===== config.mk =====
export PLATFORM = sky130hd
export DESIGN_NAME = uart_receiver
export DESIGN_NICKNAME = d
export VERILOG_FILES = /design/src/rtl/uart_receiver.sv
export SDC_FILE = /design/constraint.sdc
export NUM_CORES = 1
export LEC_CHECK = 0
export BUFFER_PORTS_ARGS = -buffer_cell sky130_fd_sc_hd__clkbuf_2
export CORE_MARGIN = 5
export CORE_UTILIZATION = 48
export CTS_CLUSTER_SIZE = 10
export DETAILED_ROUTE_END_ITERATION = 10
export PLACE_DENSITY = 0.78
export SLEW_MARGIN = 40
export SYNTH_ARGS = -nofsm -noshare
export SYNTH_HDL_FRONTEND = slang
export SYNTH_SLANG_ARGS = --single-unit

===== constraint.sdc =====
create_clock -name clk -period 2.1 [get_ports clk]
set_input_delay 0.315 -clock clk [delete_from_list [all_inputs] [get_ports clk]]
set_output_delay 0.315 -clock clk [all_outputs]
set_load 0.01 [all_outputs]

===== src/rtl/uart_receiver.sv =====
`timescale 1ns/1ps
// uart_receiver: 16x-oversampled UART receive path.
// Frame = 1 start bit, DBIT data bits (LSB first), 1 stop bit.
// The start bit is confirmed at mid-bit. Each data bit is sampled at its centre.
// The assembled word is presented with a one-clock rx_done pulse.
// Optional feature macro: RX_PARITY_EN. It adds an even-parity bit after the
// data bits and a parity_err output.
module uart_receiver #(
    parameter int DBIT    = 8,   // data bits per frame (5..8)
    parameter int SB_TICK = 16   // oversampling ticks spent in the stop bit
) (
    input  logic            clk,
    input  logic            rst_n,
    input  logic            s_tick,
    input  logic            rx,
    output logic [DBIT-1:0] d_out,
    output logic            rx_done,
    output logic            frame_err
`ifdef RX_PARITY_EN
    ,
    output logic            parity_err
`endif
);

    typedef enum logic [2:0] {
        IDLE,
        START,
        DATA,
        STOP
`ifdef RX_PARITY_EN
        ,
        PARITY
`endif
    } state_t;

    state_t            state, state_next;
    logic [3:0]        s_reg, s_next;     // tick count within the current bit
    logic [2:0]        n_reg, n_next;     // index of the data bit being received
    logic [DBIT-1:0]   b_reg, b_next;     // shift register for the incoming word
    logic [DBIT-1:0]   d_out_next;
    logic              done_next;
    logic              ferr_next;
    logic              rx_meta, rx_s;
`ifdef RX_PARITY_EN
    logic              par_bad_reg, par_bad_next;
    logic              perr_next;
`endif

    // Bring the asynchronous rx pin into the clk domain.
    // Both flops reset high so a reset does not look like a start bit.
    // NOTE: sequential state always uses non-blocking assignments.
    // The second flop then samples the first flop's old value, not the value
    // just written in this edge.
    always_ff @(posedge clk or negedge rst_n) begin
        if (!rst_n) begin
            rx_meta <= 1'b1;
            rx_s    <= 1'b1;
        end else begin
            rx_meta <= rx;
            rx_s    <= rx_meta;
        end
    end

    // State, counters, shift register and registered outputs.
    // NOTE: every register here is a plain flop and gets an explicit reset value.
    // A reset in mid-frame therefore discards the partial word with no
    // further handling.
    always_ff @(posedge clk or negedge rst_n) begin
        if (!rst_n) begin
            state     <= IDLE;
            s_reg     <= '0;
            n_reg     <= '0;
            b_reg     <= '0;
            d_out     <= '0;
            rx_done   <= 1'b0;
            frame_err <= 1'b0;
`ifdef RX_PARITY_EN
            par_bad_reg <= 1'b0;
            parity_err  <= 1'b0;
`endif
        end else begin
            state     <= state_next;
            s_reg     <= s_next;
            n_reg     <= n_next;
            b_reg     <= b_next;
            d_out     <= d_out_next;
            rx_done   <= done_next;
            frame_err <= ferr_next;
`ifdef RX_PARITY_EN
            par_bad_reg <= par_bad_next;
            parity_err  <= perr_next;
`endif
        end
    end

    // Next-state logic.
    // Counting advances only on s_tick, except start-edge detection in IDLE.
    always_comb begin
        // NOTE: every output of this block is given a default first.
        // A path that forgets to assign a signal then holds the registered
        // value instead of inferring a latch.
        state_next = state;
        s_next     = s_reg;
        n_next     = n_reg;
        b_next     = b_reg;
        d_out_next = d_out;
        done_next  = 1'b0;
        ferr_next  = frame_err;
`ifdef RX_PARITY_EN
        par_bad_next = par_bad_reg;
        perr_next    = parity_err;
`endif

        case (state)
            IDLE: begin
                if (!rx_s) begin
                    state_next = START;
                    s_next     = '0;
                end
            end

            START: begin
                if (s_tick) begin
                    if (s_reg == 4'd7) begin
                        if (!rx_s) begin
                            state_next = DATA;
                            s_next     = '0;
                            n_next     = '0;
                        end else begin
                            // The line went high again before mid-bit.
                            // Treat it as a glitch and leave the outputs alone.
                            state_next = IDLE;
                        end
                    end else begin
                        s_next = s_reg + 4'd1;
                    end
                end
            end

            DATA: begin
                if (s_tick) begin
                    if (s_reg == 4'd15) begin
                        s_next = '0;
                        b_next = {rx_s, b_reg[DBIT-1:1]};
                        if (n_reg == 3'(DBIT - 1)) begin
`ifdef RX_PARITY_EN
                            state_next = PARITY;
`else
                            state_next = STOP;
`endif
                        end else begin
                            n_next = n_reg + 3'd1;
                        end
                    end else begin
                        s_next = s_reg + 4'd1;
                    end
                end
            end

`ifdef RX_PARITY_EN
            PARITY: begin
                if (s_tick) begin
                    if (s_reg == 4'd15) begin
                        // Even parity: the parity bit must equal the XOR of the data bits.
                        par_bad_next = rx_s ^ (^b_reg);
                        s_next       = '0;
                        state_next   = STOP;
                    end else begin
                        s_next = s_reg + 4'd1;
                    end
                end
            end
`endif

            STOP: begin
                if (s_tick) begin
                    if (s_reg == 4'(SB_TICK - 1)) begin
                        d_out_next = b_reg;
                        ferr_next  = ~rx_s;
                        done_next  = 1'b1;
`ifdef RX_PARITY_EN
                        perr_next  = par_bad_reg;
`endif
                        state_next = IDLE;
                    end else begin
                        s_next = s_reg + 4'd1;
                    end
                end
            end

            default: state_next = IDLE;
        endcase
    end

endmodule


# Yosys cells after proc, flatten, opt, wreduce, memory -nomap -nowiden
# Index checks and enable logic that the tools add are counted.
# Widths: inputs -> output; s select.
[word_totals] register_bits=30
[classes] add_sub_neg=2 n_eq_ne=17 mux=28 n_bitwise=1 reduce_logical=8
[ops] cell="$mux 3" count=14
[ops] cell="$mux 4" count=7
[ops] cell="$ne 2x2->1 const B" count=11
[ops] cell="$pmux 4 s4" count=1
[ops] cell="$pmux 3 s4" count=1
[ops] cell="$reduce_and 8->1" count=1
[ops] cell="$reduce_and 7->1" count=1
[ops] cell="$eq 3x2->1 const B" count=2
[ops] cell="$pmux 3 s2" count=1
[ops] cell="$reduce_and 3->1" count=2
[ops] cell="$reduce_and 5->1" count=1
[ops] cell="$add 4x1->4 const B" count=1
[ops] cell="$eq 4x3->1 const B" count=1
[ops] cell="$eq 4x4->1 const B" count=1
[ops] cell="$reduce_bool 4->1" count=1
[ops] cell="$add 3x1->3 const B" count=1
[ops] cell="$eq 3x1->1 const B" count=1
[ops] cell="$eq 3x3->1 const B" count=1
[ops] cell="$logic_not 3->1" count=1
[ops] cell="$mux 1" count=3
[ops] cell="$mux 2" count=1
[ops] cell="$reduce_bool 2->1" count=1
[ops] cell="$not 1->1" count=1

# Longest topological paths before layout
[depth] word_depth=5 depth_mapped=7 ltp_nobuf=6

# Least setup slack after synthesis
# No wires, ideal clock.
[synth_timing] path_kind="register to register" from="register state[1]" to="register n_reg[0]" setup_time_ps=125 arrival_time_ps=1578 setup_slack_ps=397 stages_incl_launch_ff=8 period_less_slack_ps=1703 path_cell_list="dfrtp_1 inv_1 ha_1 buf_4 nor2b_1 mux2_2 nand3_2 mux2_4"
[synth_via] elab_chain_len=3 elab_cells_between_ends=11 cone_classes="eq/ne: 8; mux: 1; reduce/logical: 2"
[synth_lines] item="start, declared" line_no="36" text="state_t state, state_next;"
[synth_lines] item="start signal, assigned" line_no="82" text="state <= state_next;"
[synth_lines] item="$eq 3x2->1 / $eq 3x1->1 (equally long branches)" line_no="114" text="case (state)"
[synth_lines] item="$ne 2x2->1 (no line) / $reduce_bool 2->1 (equally long branches)"
[synth_lines] item="$reduce_and 7->1 (no line)"
[synth_lines] item="end signal, assigned" line_no="84" text="n_reg <= n_next;"
[synth_lines] item="end, declared" line_no="38" text="logic [2:0] n_reg, n_next;"
# Several ways; a longest one is shown, not always the timed one.
# A chain may end at the register's enable or synchronous reset.

# Worst setup path in the final report
# Same ends and word-level chain as after synthesis.

==> out/metrics.yaml <==
layout:
  multi_input_area_um2: 669
  drive_gt1_frac: 0.293
  regArea_um2: 728
  final_cell_mix: "27 x dfrtp_1, 13 x clkbuf_2, 11 x nand2_1"
  final_util: 0.536
  syn_to_final_growth_pct: 9.15
  diodes: 0
  layout_commonest_cell: "dfrtp_1"
  fin_nets: 144
  fillCellCount: 274
floorplanning:
  rows: 20
  initial_core_util: 0.491
  coreArea_mm2: 0.00298
  pin_count: 14
  die_area_mm2: 0.00425
  die_w_um: 65.2
  die_height_um: 65.2
synth:
  synthArstFlopShare: 1.00
  synthAdderAreaFrac: 0.0684
  synth_edf_count: 0
  synthMuxAreaShare: 0.180
  synth-simple-area-share: 0.119
  synth_top_area_cell: "dfrtp_1"
  avgSynthCellArea_um2: 12.5
  postSynthCellCount: 117
  synth.area.top_cells: "dfrtp_1 46%, mux2_4 8.2%, ha_1 6.8%"
  synth_flop_cell: "dfrtp_1"
  synth_compound_area_frac: 0.0907
  synth_seq_cells: 29
  syn_nets: 129
  seq_area_frac_synth: 0.498
  synth_warnings: 0
  synth_area_mm2: 0.00146
  yosysUniqueCellTypes: 38
  synthXorXnorAreaFrac: 0
  synth_top_cell_area_share: 0.462
  synth_top_family_by_area: "multiplexers"
cts:
  cts-root-buf: "clkbuf_4"
  cts-hold-fix-buffers: 0
  cts_setup_buffers: 0
  numCtsBuffers: 5
  cts_htree_levels: 2
  cts.repair.resized: 0
  clk_pin_slew_worst_paths_ns: 0.09
  cts_buffer_depth: 2
  cts_tree: "done"
  clock_sinks: 29
  clk_latency_ns: 0.32
timing:
  timing.final.crit_share: 0.945
  worst_slew_pin_slew_ns: 0.687
  tns_ns: 0
  period_needed_ns: 1.98
  setup_violations: 0
  slew_headroom: 0.542
  fin_skew_ns: 0.00482
  hold_violations: 0
  max_freq_mhz: 504
  rsz0062_at_grt: "false"
  slew_violations: 0
routing:
  drc: 0
  dr_total_vias: 921
  wl_um: 2370
  drtIter0Drc: 16
  drt_first_pass_iters: 4
  postRouteAntennaNets: 0
  routed_via_density: 5.55
  routedWlPerCell_um: 14.2
global_routing:
  use_met2: 0.214
  busiest_layer: "met2"
  grt_pass1_vias: 931
  use_met3: 0.0581
  grt-ovfl-total: 0
  grt_use_met1: 0.146
  antenna_found_initial: 0
  grt_max_degree: 30
  grt_usage: 0.129
  grt_pass1_wl_um: 4150
worst_hold_path:
  hold_class: "input port to asynchronous set/reset pin"
worst_setup_path:
  r2r_cells: 6
  cp.arrival_ns: 2.20
  worstPathMaxFanout: 9
  r2r-start: "state[1]"
  path_class: "register to register"
  required_ns: 2.31
  cp-startpoint: "state[1]"
  worstSetupEndpointType: "register"
  cp-start-kind: "register"
flow_run:
  cap_violations: 0
place:
  numPortBuffers: 13
  place_congestion: 0.807
  hpwl_um: 1730
power:
  cellLeakagePower_nw: 0.848
  vdd_drop_max_v: 0.000512
  p_per_area_mw_per_mm2: 977
status:
  status: "finished clean"
[path summary, 6_finish.rpt]
kind | endpoint | slack (ns)
min in group clk | rx_meta | 0.06
max | n_reg[0] | 0.12
max in group asynchronous | d_out[4] | 1.64
min | rx_done | 0.01
max reg2reg | n_reg[0] | 0.12
min reg2reg | rx_s | 0.36
[report_power, final]
group | total [W] | internal, W | switching (W)
combinational | 0.000495 | 0.000211 | 0.000285
sequential | 0.000676 | 0.000615 | 0.0000611
clock | 0.000388 | 0.000194 | 0.000194
[Yosys cell counts, drive strengths merged (2+ instances only)]
library cell / n
a21oi: 2
a22o: 2
buf: 5
dfrtp: 27
dfstp: 2
ha: 8
inv: 6
mux2: 18
mux2i: 3
nand2: 11
nand3: 5
nor2: 2
nor2b: 4
nor3: 2
nor3b: 2
o21ai: 4
[through the flow]
stage / total power [W] / hold WS (ns) / setup slack (ns) / area, um2 / cells
2_1_floorplan: 0.00111 / 0.0194 / 0.397 / 1460 / 117
3_3_place_gp: 0.00114 / 0.349 / 0.266 / 1530 / 158
3_5_place_dp: 0.00118 / 0.354 / 0.137 / 1530 / 158
4_1_cts: 0.00157 / 0.0353 / 0.121 / 1600 / 166
5_1_grt: 0.00167 / 0.0351 / 0.0237 / 1600 / 166
6_report: 0.00156 / 0.0138 / 0.115 / 1600 / 166
[metal layers]
metal  up-vias  wire length, um
met5         -                0
met4         0               36
met3         6              132
met2        28             1150
met1       443             1050
li1        444                -
[critical path: stages (launching register included)]
cell	delay, ns
dfrtp_1	0.42
inv_1	0.12
ha_1	0.35
nor2b_1	0.31
mux2_2	0.22
nand3_2	0.13
mux2_4	0.32
[logic make-up after synthesis]
family,count (synthesis)
AND/OR/NAND/NOR,30
AO/OA/AOI/OAI,18
adder cells (fa/ha/maj),8
flip-flops,29
buffers and inverters,11
multiplexers,21
[final cells by class]
class | instances | share of cell area
flip-flops and latches | 29 | 0.456
multi-input cells | 77 | 0.419
clock buffers | 7 | 0.0408
repair buffers | 13 | 0.0408
well taps | 33 | 0.0259
inverters | 6 | 0.0141
clock inverters | 1 | 0.00313
Note: power is estimated with default switching activity, not from simulation.
